### src/rtl/jericalla_pkg.sv
// Shared definitions for the R-type executor: instruction field positions,
// opcode/funct encodings and the executor FSM state encoding.
package jericalla_pkg;

    // Instruction field positions (MIPS R-type layout)
    localparam int unsigned OP_LSB    = 26;
    localparam int unsigned RS_LSB    = 21;
    localparam int unsigned RT_LSB    = 16;
    localparam int unsigned RD_LSB    = 11;
    localparam int unsigned SHAMT_LSB = 6;
    localparam int unsigned FUNCT_LSB = 0;
    localparam int unsigned OP_W      = 6;
    localparam int unsigned FUNCT_W   = 6;
    localparam int unsigned SHAMT_W   = 5;

    // Encodings
    localparam logic [OP_W-1:0]    OP_RTYPE   = 6'h00;
    localparam logic [FUNCT_W-1:0] FUNCT_ADD  = 6'h20;
    localparam logic [FUNCT_W-1:0] FUNCT_SUB  = 6'h22;
    localparam logic [FUNCT_W-1:0] FUNCT_AND  = 6'h24;
    localparam logic [FUNCT_W-1:0] FUNCT_OR   = 6'h25;
    localparam logic [FUNCT_W-1:0] FUNCT_NOR  = 6'h27;
    localparam logic [FUNCT_W-1:0] FUNCT_SLT  = 6'h2A;

    typedef enum logic [1:0] {
        StIdle  = 2'd0,
        StRead  = 2'd1,
        StExec  = 2'd2,
        StWrite = 2'd3
    } state_e;

endpackage

### src/rtl/alu_tipo_r.sv
// Combinational R-type ALU.
// Ports:
//   a_i, b_i   operands (rs, rt values)
//   op_i       opcode field; anything but OP_RTYPE is illegal
//   funct_i    function field selecting the operation
//   result_o   operation result (0 when illegal)
//   legal_o    1 when op/funct name a supported operation
module alu_tipo_r
    import jericalla_pkg::*;
#(
    parameter int unsigned DATA_W = 32
) (
    input  logic [DATA_W-1:0]  a_i,
    input  logic [DATA_W-1:0]  b_i,
    input  logic [OP_W-1:0]    op_i,
    input  logic [FUNCT_W-1:0] funct_i,
    output logic [DATA_W-1:0]  result_o,
    output logic               legal_o
);

    logic slt;
    assign slt = $signed(a_i) < $signed(b_i);

    always_comb begin
        result_o = '0;
        legal_o  = 1'b0;
        if (op_i == OP_RTYPE) begin
            legal_o = 1'b1;
            case (funct_i)
                FUNCT_ADD: result_o = a_i + b_i;
                FUNCT_SUB: result_o = a_i - b_i;
                FUNCT_AND: result_o = a_i & b_i;
                FUNCT_OR:  result_o = a_i | b_i;
                FUNCT_NOR: result_o = ~(a_i | b_i);
                FUNCT_SLT: result_o = {{(DATA_W-1){1'b0}}, slt};
                default:   legal_o  = 1'b0;
            endcase
        end
    end

endmodule

### src/rtl/ejecutor_tipo_r.sv
// Multi-cycle R-type executor. Accepts one instruction per handshake, reads
// rs/rt from the register bank, computes the result and issues a single
// one-cycle write to rd (never to r0, never for an illegal word).
// Ports:
//   CLK, RST              clock, synchronous active-high reset
//   INSTR_IN/VALID/READY  instruction handshake (READY high only in idle)
//   RA1_OUT, RA2_OUT      bank read addresses (rs, rt)
//   DR1_IN, DR2_IN        bank read data, combinational from RA1/RA2
//   WA_OUT, DW_OUT, WE_OUT bank write port (WE_OUT level, WRITE state only)
//   DONE, ERR             retire pulse, illegal-instruction pulse
module ejecutor_tipo_r
    import jericalla_pkg::*;
#(
    parameter int unsigned DATA_W = 32,
    parameter int unsigned ADDR_W = 5
) (
    input  logic              CLK,
    input  logic              RST,
    input  logic [31:0]       INSTR_IN,
    input  logic              INSTR_VALID,
    output logic              INSTR_READY,
    output logic [ADDR_W-1:0] RA1_OUT,
    output logic [ADDR_W-1:0] RA2_OUT,
    input  logic [DATA_W-1:0] DR1_IN,
    input  logic [DATA_W-1:0] DR2_IN,
    output logic [ADDR_W-1:0] WA_OUT,
    output logic [DATA_W-1:0] DW_OUT,
    output logic              WE_OUT,
    output logic              DONE,
    output logic              ERR
);

    state_e            state_q, state_d;
    logic [31:0]       instr_q, instr_d;
    logic [DATA_W-1:0] op1_q, op1_d;
    logic [DATA_W-1:0] op2_q, op2_d;
    logic [DATA_W-1:0] result_q, result_d;
    logic              legal_q, legal_d;

    logic [DATA_W-1:0] alu_result;
    logic              alu_legal;

    // Fields of the latched instruction
    logic [OP_W-1:0]    op_f;
    logic [ADDR_W-1:0]  rs_f, rt_f, rd_f;
    logic [FUNCT_W-1:0] funct_f;
    logic               unused_shamt;

    assign op_f         = instr_q[OP_LSB +: OP_W];
    assign rs_f         = instr_q[RS_LSB +: ADDR_W];
    assign rt_f         = instr_q[RT_LSB +: ADDR_W];
    assign rd_f         = instr_q[RD_LSB +: ADDR_W];
    assign funct_f      = instr_q[FUNCT_LSB +: FUNCT_W];
    assign unused_shamt = ^instr_q[SHAMT_LSB +: SHAMT_W];

    alu_tipo_r #(
        .DATA_W (DATA_W)
    ) u_alu (
        .a_i      (op1_q),
        .b_i      (op2_q),
        .op_i     (op_f),
        .funct_i  (funct_f),
        .result_o (alu_result),
        .legal_o  (alu_legal)
    );

    always_ff @(posedge CLK) begin
        if (RST) begin
            state_q  <= StIdle;
            instr_q  <= '0;
            op1_q    <= '0;
            op2_q    <= '0;
            result_q <= '0;
            legal_q  <= 1'b0;
        end else begin
            state_q  <= state_d;
            instr_q  <= instr_d;
            op1_q    <= op1_d;
            op2_q    <= op2_d;
            result_q <= result_d;
            legal_q  <= legal_d;
        end
    end

    always_comb begin
        state_d  = state_q;
        instr_d  = instr_q;
        op1_d    = op1_q;
        op2_d    = op2_q;
        result_d = result_q;
        legal_d  = legal_q;
        case (state_q)
            StIdle: begin
                if (INSTR_VALID) begin
                    instr_d = INSTR_IN;
                    state_d = StRead;
                end
            end
            StRead: begin
                op1_d   = DR1_IN;
                op2_d   = DR2_IN;
                state_d = StExec;
            end
            StExec: begin
                result_d = alu_result;
                legal_d  = alu_legal;
                state_d  = StWrite;
            end
            StWrite: state_d = StIdle;
            default: state_d = StIdle;
        endcase
    end

    // All outputs decode from registered state only, so WE_OUT cannot glitch.
    always_comb begin
        INSTR_READY = (state_q == StIdle);
        DONE        = (state_q == StWrite);
        ERR         = (state_q == StWrite) && !legal_q;
        WE_OUT      = (state_q == StWrite) && legal_q && (rd_f != '0);
        RA1_OUT     = rs_f;
        RA2_OUT     = rt_f;
        WA_OUT      = rd_f;
        DW_OUT      = result_q;
    end

endmodule

### config.mk
export PLATFORM = sky130hd
export DESIGN_NAME = ejecutor_tipo_r
export DESIGN_NICKNAME = d
export VERILOG_FILES = /design/src/rtl/jericalla_pkg.sv /design/src/rtl/alu_tipo_r.sv /design/src/rtl/ejecutor_tipo_r.sv
export SDC_FILE = /design/constraint.sdc
export NUM_CORES = 1
export LEC_CHECK = 0
export ABC_AREA = 1
export CORE_ASPECT_RATIO = 1.2
export CORE_MARGIN = 1.5
export CORE_UTILIZATION = 40
export CTS_BUF_LIST = sky130_fd_sc_hd__clkbuf_4 sky130_fd_sc_hd__clkbuf_8
export DETAILED_ROUTE_END_ITERATION = 8
export PLACE_DENSITY = 0.72
export SLEW_MARGIN = 10
export SYNTH_ARGS = -nofsm -noshare
export SYNTH_HDL_FRONTEND = slang
export SYNTH_SLANG_ARGS = --single-unit
### constraint.sdc
create_clock -name CLK -period 2.2 [get_ports CLK]
set_input_delay 0.22 -clock CLK [delete_from_list [all_inputs] [get_ports CLK]]
set_output_delay 0.22 -clock CLK [all_outputs]
set_load 0.05 [all_outputs]
; After elaboration in Yosys (flattened, before gate mapping)
; Cells that the tools add are included.
[totals]
ff_bits = 131
latch_bits = 0
ram_bits = 0
rom_bits = 0
output_inout_bits = 51
wordCells = 37
mem_count = 0
[op_classes]
n_addsub = 2
n_mul = 0
div = 0
order_cmp = 1
eq_ne = 10
n_shift = 0
muxes = 6
bitwise_logic = 3
reduce_logical = 9
[ops]
columns = cell, count
row1 = case mux 32 bit (6 select lines), 1
row2 = == test 6 bit (second input constant), 6
row3 = adder 32 bit, 1
row4 = AND 32 bit, 1
row5 = < comparator 32 bit, 1
row6 = 2-to-1 mux 32 bit, 1
row7 = inverter 32 bit, 1
row8 = OR 32 bit, 1
row9 = subtractor 32 bit, 1
row10 = case mux 2 bit (4 select lines), 1
row11 = zero test 6 bit, 1
row12 = OR reduction 6 bit, 1
row13 = nonzero test 5 bit, 1
row14 = == test 2 bit (second input constant), 2
row15 = logical AND 1 bit, 3
row16 = == test 2 x 1 -> 1 bit (second input constant), 1
row17 = zero test 2 bit, 1
row18 = 2-to-1 mux 1 bit, 2
row19 = 2-to-1 mux 2 bit, 1
row20 = != test 2 bit (second input constant), 1
row21 = AND reduction 2 bit, 1
row22 = zero test 1 bit, 1

; Depth between registers and ports, before layout
[depth]
depth_word = 4
mapped_depth = 18
ltp_nobuf = 18

; Modules after synthesis
; Synthesis repeated with hierarchy kept, for this count alone.
[hier_totals]
hier_cells = 1956
area_unflattened_um2 = 11434.7
[by_module_without_submodules]
columns = mod, instances, cells_per_inst, area_each_um2, seq_area_each_um2
row1 = alu_tipo_r, 1, 1369, 6785.3, 0.0
row2 = ejecutor_tipo_r, 1, 587, 4649.5, 2522.4

; Least setup slack after synthesis
; OpenSTA, ideal clock, no wires.
[synth_path]
path_kind = flip-flop to flip-flop
start = register op1_q[6]
end = register result_q[31], in the netlist DW_OUT[31]
setup_time_ns = 0.131
arrival_ns = 1.813
setup_slack_ns = 0.257
stages_incl_launch_ff = 18
path_buffers = 1
path_cell_list = dfxtp_1 inv_1 ha_1 buf_6 nor2_1 nand2_1 inv_1 nand2_1 nand2_1 nand2_1 nand2_1 nand2_1 nand2_1 nand2_1 nand3_1 nand3_1 nand2_1 a21oi_2
[synth_via]
elab_chain_len = 3
elab_cells_between_ends = 4
cone_classes = 2 x add/sub / 2 x mux
[synth_rtl]
columns = item, line_no
row1 = from (decl), ejecutor_tipo_r.sv:35  ; logic [DATA_W-1:0] op1_q, op1_d;
row2 = from (signal assigned), ejecutor_tipo_r.sv:78  ; op1_q <= op1_d;
row3 = subtractor 32 bit or adder 32 bit (tied branches), "alu_tipo_r.sv:31, alu_tipo_r.sv:30"
row4 = case mux 32 bit (6 select lines) (*), alu_tipo_r.sv:29  ; case (funct_i)
row5 = 2-to-1 mux 32 bit (*), alu_tipo_r.sv:27  ; if (op_i == OP_RTYPE) begin
row6 = to (signal assigned), ejecutor_tipo_r.sv:80  ; result_q <= result_d;
row7 = to (decl), ejecutor_tipo_r.sv:37  ; logic [DATA_W-1:0] result_q, result_d;
; Every way passes the cells marked *; elsewhere a longest branch is shown, timed or not.
; A chain may end at the register's enable or synchronous reset.

; Final worst setup path
[layout_path]
start = register op2_q[5]
end = register result_q[18], in the netlist DW_OUT[18]
[layout_via]
elab_chain_len = 3
elab_cells_between_ends = 4
cone_classes = 2 x add/sub / 2 x mux
[layout_rtl]
columns = item, line_no
row1 = from (decl), ejecutor_tipo_r.sv:36  ; logic [DATA_W-1:0] op2_q, op2_d;
row2 = from (signal assigned), ejecutor_tipo_r.sv:79  ; op2_q <= op2_d;
row3 = subtractor 32 bit or adder 32 bit (tied branches), "alu_tipo_r.sv:31, alu_tipo_r.sv:30"
row4 = case mux 32 bit (6 select lines) (*), alu_tipo_r.sv:29
row5 = 2-to-1 mux 32 bit (*), alu_tipo_r.sv:27
; Marked as above.

==> impl_metrics.env <==
export IMPL_status="complete, no violations"
export IMPL_slew_headroom_pct=57.5
export IMPL_io_pins=150
export IMPL_synth_area_mm2=0.0109
export IMPL_grt_max_degree=58
export IMPL_tightest_slew_ps=638
export IMPL_hold_violations=0
export IMPL_cts_sinks=126
export IMPL_grt_pass1_wl_um=60700
export IMPL_layout_commonest_cell="nand2_1"
export IMPL_start_kind="flip-flop"
export IMPL_vdd_drop_max_mv=0.778
export IMPL_postLayoutCoreUtil_pct=58.1
export IMPL_slowest_delay_ps=370
export IMPL_core_rowCount=65
export IMPL_vias=12429
export IMPL_power_leakage_nw=7.40
export IMPL_synth_seq_cells=126
export IMPL_ys_seq_area_share_pct=23.2
export IMPL_slew_violations=0
export IMPL_ant_nets=0
export IMPL_synthToLayoutAreaGrowth_pct=41.4
export IMPL_die_x_um=154
export IMPL_cp_end_kind="flip-flop"
export IMPL_die_y_um=184
export IMPL_finalCritPeriodShare_pct=97.4
export IMPL_fillers=2567
export IMPL_power_mw=23.4
export IMPL_cts_buffer_depth=2
export IMPL_drc=0
export IMPL_final_nets=2306
export IMPL_path_max_fanout=7
export IMPL_wire_per_inst_um=16.0
export IMPL_drt_initial_drc_count=847
export IMPL_crit_arrival_ps=2520
export IMPL_drt_pre_antenna_iters=5
export IMPL_start_util_pct=41.0
export IMPL_powerDensity_mw_per_mm2=1520
export IMPL_syn_inst=1794
export IMPL_die_area_mm2=0.0282
export IMPL_yosys_warnings=0
export IMPL_seq_area_mm2=0.00254
export IMPL_fmax_mhz=466
export IMPL_drv_cap=0
export IMPL_clk_insertion_delay_late_ps=500
export IMPL_diodes=0
export IMPL_hp_class="input pin to flip-flop"
export IMPL_antenna_found_initial=1
export IMPL_worst_clock_skew_ps=23.5
export IMPL_overflow=0
export IMPL_io_buffers=144
export IMPL_routed_wl_um=39200
export IMPL_setup_viol=0
export IMPL_worstPathCellList="inv_1 -> ha_4 -> nand2_1 -> nand3b_1 -> nand2_2 -> nand2_1 -> nand2_2 -> nand3_2 -> nand2_1 -> nand2_1 -> nand3_1 -> nand3_1 -> nand2_1 -> a21oi_1"
export IMPL_rsz0062_at_grt="true"
export IMPL_final_cell_mix="488 x nand2_1, 285 x inv_1, 218 x buf_4"
export IMPL_cts_buffers_inserted=17
export IMPL_gp_congestion=0.930
export IMPL_synth_area_leaders="dfxtp_1 23%, nand2_1 18%, ha_1 12%"
export IMPL_critPathKind="flip-flop to flip-flop"
export IMPL_postSynthNetCount=2002
export IMPL_clockRootBuffer="clkbuf_8"
export IMPL_syn_area_per_cell_um2=6.07
export IMPL_multi_input_area_mm2=0.00762
export IMPL_cts_tree="yes"
export IMPL_cpMostUsedCell="nand2_1"
export IMPL_yosysUniqueCellTypes=48
export IMPL_drive_gt1_share_pct=22.3
export IMPL_synth_top_area_cell="dfxtp_1"
export IMPL_hpwl_um=30400
export IMPL_cts_htree_levels=4
export IMPL_crit_slowest_cell="dfxtp_1"
export IMPL_core_mm2=0.0265
export IMPL_grt_pass1_vias=12038
export IMPL_period_needed_ps=2140
export IMPL_clk_pin_slew_worst_paths_ps=90
export IMPL_viasPerCell=5.08
export IMPL_synth_top_area_share_pct=23.2
export IMPL_grtUsageTotal_pct=27.5
export IMPL_critical_path_required_ps=2570
[synthesized netlist by cell type, drive strengths merged]
master,instances
nand2,540
inv,302
nor2,183
a21oi,128
dfxtp,126
nand3,124
ha,107
a211oi,70
buf,44
clkbuf,44
o22ai,27
o21ai,26
nand4,11
nor3,9
o21bai,7
a21boi,6
a221oi,5
and2,4
nor4,4
xor2,4
and3,3
nand3b,3
o211ai,3
o221ai,3
or2,3
fa,2
a21o,1
a31oi,1
clkinv,1
nor3b,1
o311ai,1
or3,1
[critical path: cells and delay by family, from the launching register on]
family                     cells  cell delay, ps
and+or+nand+nor               11            1190
DFF                            1             370
adders and majority gates      1             320
buffers and inverters          1              90
AOI/OAI and AO/OA              1              60
[area by class of cell]
type                       count  share of cell area, %
sequential                   126                   16.5
clock inverter                15                   1.14
tap                          335                   2.72
multi-input combinational   1277                   49.5
inverter                     303                   7.40
timing repair buffer         373                   21.2
clock buffer                  17                   1.52
[per-stage QoR]
stage | hold slack, ps | TNS, ps | instances | setup WS [ps] | area [µm²]
6_report | 120 | 0 | 2446 | 56.2 | 15400
3_5_place_dp | 455 | -1220 | 2406 | -171 | 14100
4_1_cts | 95.9 | -41.6 | 2438 | -41.6 | 14600
2_1_floorplan | 363 | 0 | 1794 | 257 | 10900
5_1_grt | 125 | -907 | 2446 | -107 | 15400
3_3_place_gp | 451 | -637 | 2406 | -129 | 14100
[logic make-up (layout without fill, tap and decap cells)]
group	Yosys count	count (layout)	synth area share, %
AND/OR/NAND/NOR	886	886	33.4
buffers and inverters	391	708	14.7
AO/OA/AOI/OAI	278	278	15.7
flip-flops	126	126	23.2
adder cells (fa/ha/maj)	109	109	12.7
XOR/XNOR	4	4	0.322
[power by group]
group | internal (mW) | total (mW) | switching, mW
combinational | 7.49 | 17.9 | 10.4
sequential | 2.89 | 3.23 | 0.345
clock | 1.04 | 2.23 | 1.19
[final timing paths]
kind	from	to	slack [ps]	cells past startpoint
setup / recovery	op2_q[5]$_SDFFE_PP0N_	DW_OUT[18]$_SDFFE_PP0P_	60	14
hold / removal	RST	legal_q$_SDFFE_PP0P_	120	2
setup reg to reg	op2_q[5]$_SDFFE_PP0N_	DW_OUT[18]$_SDFFE_PP0P_	60	14
hold reg to reg	DW_OUT[10]$_SDFFE_PP0P_	DW_OUT[10]$_SDFFE_PP0P_	470	2
[registers in the layout, indices dropped and copies added (netlist names)]
name and flops:
op1_q 32, state_q 2, instr_q 27, DW_OUT 32, legal_q 1, op2_q 32
[per-layer routing]
metal | global-route usage (%) | routed length (µm) | vias up
li1 | - | - | 6255
met1 | 34.8 | 16800 | 5718
met2 | 47.7 | 18900 | 401
met3 | 4.88 | 2900 | 55
met4 | 7.73 | 643 | 0
met5 | 0 | 0 | -
[timing repair]
item / CTS / global route
hold buffers: 0 / 0
setup endpoints to repair: 27 / 31
buffers inserted: 0 / 8
pin swaps: 3 / 38
resized for setup: 46 / 185
endpoints found under the hold margin: 0 / 0
No activity file was read; power rests on OpenSTA's default activity.
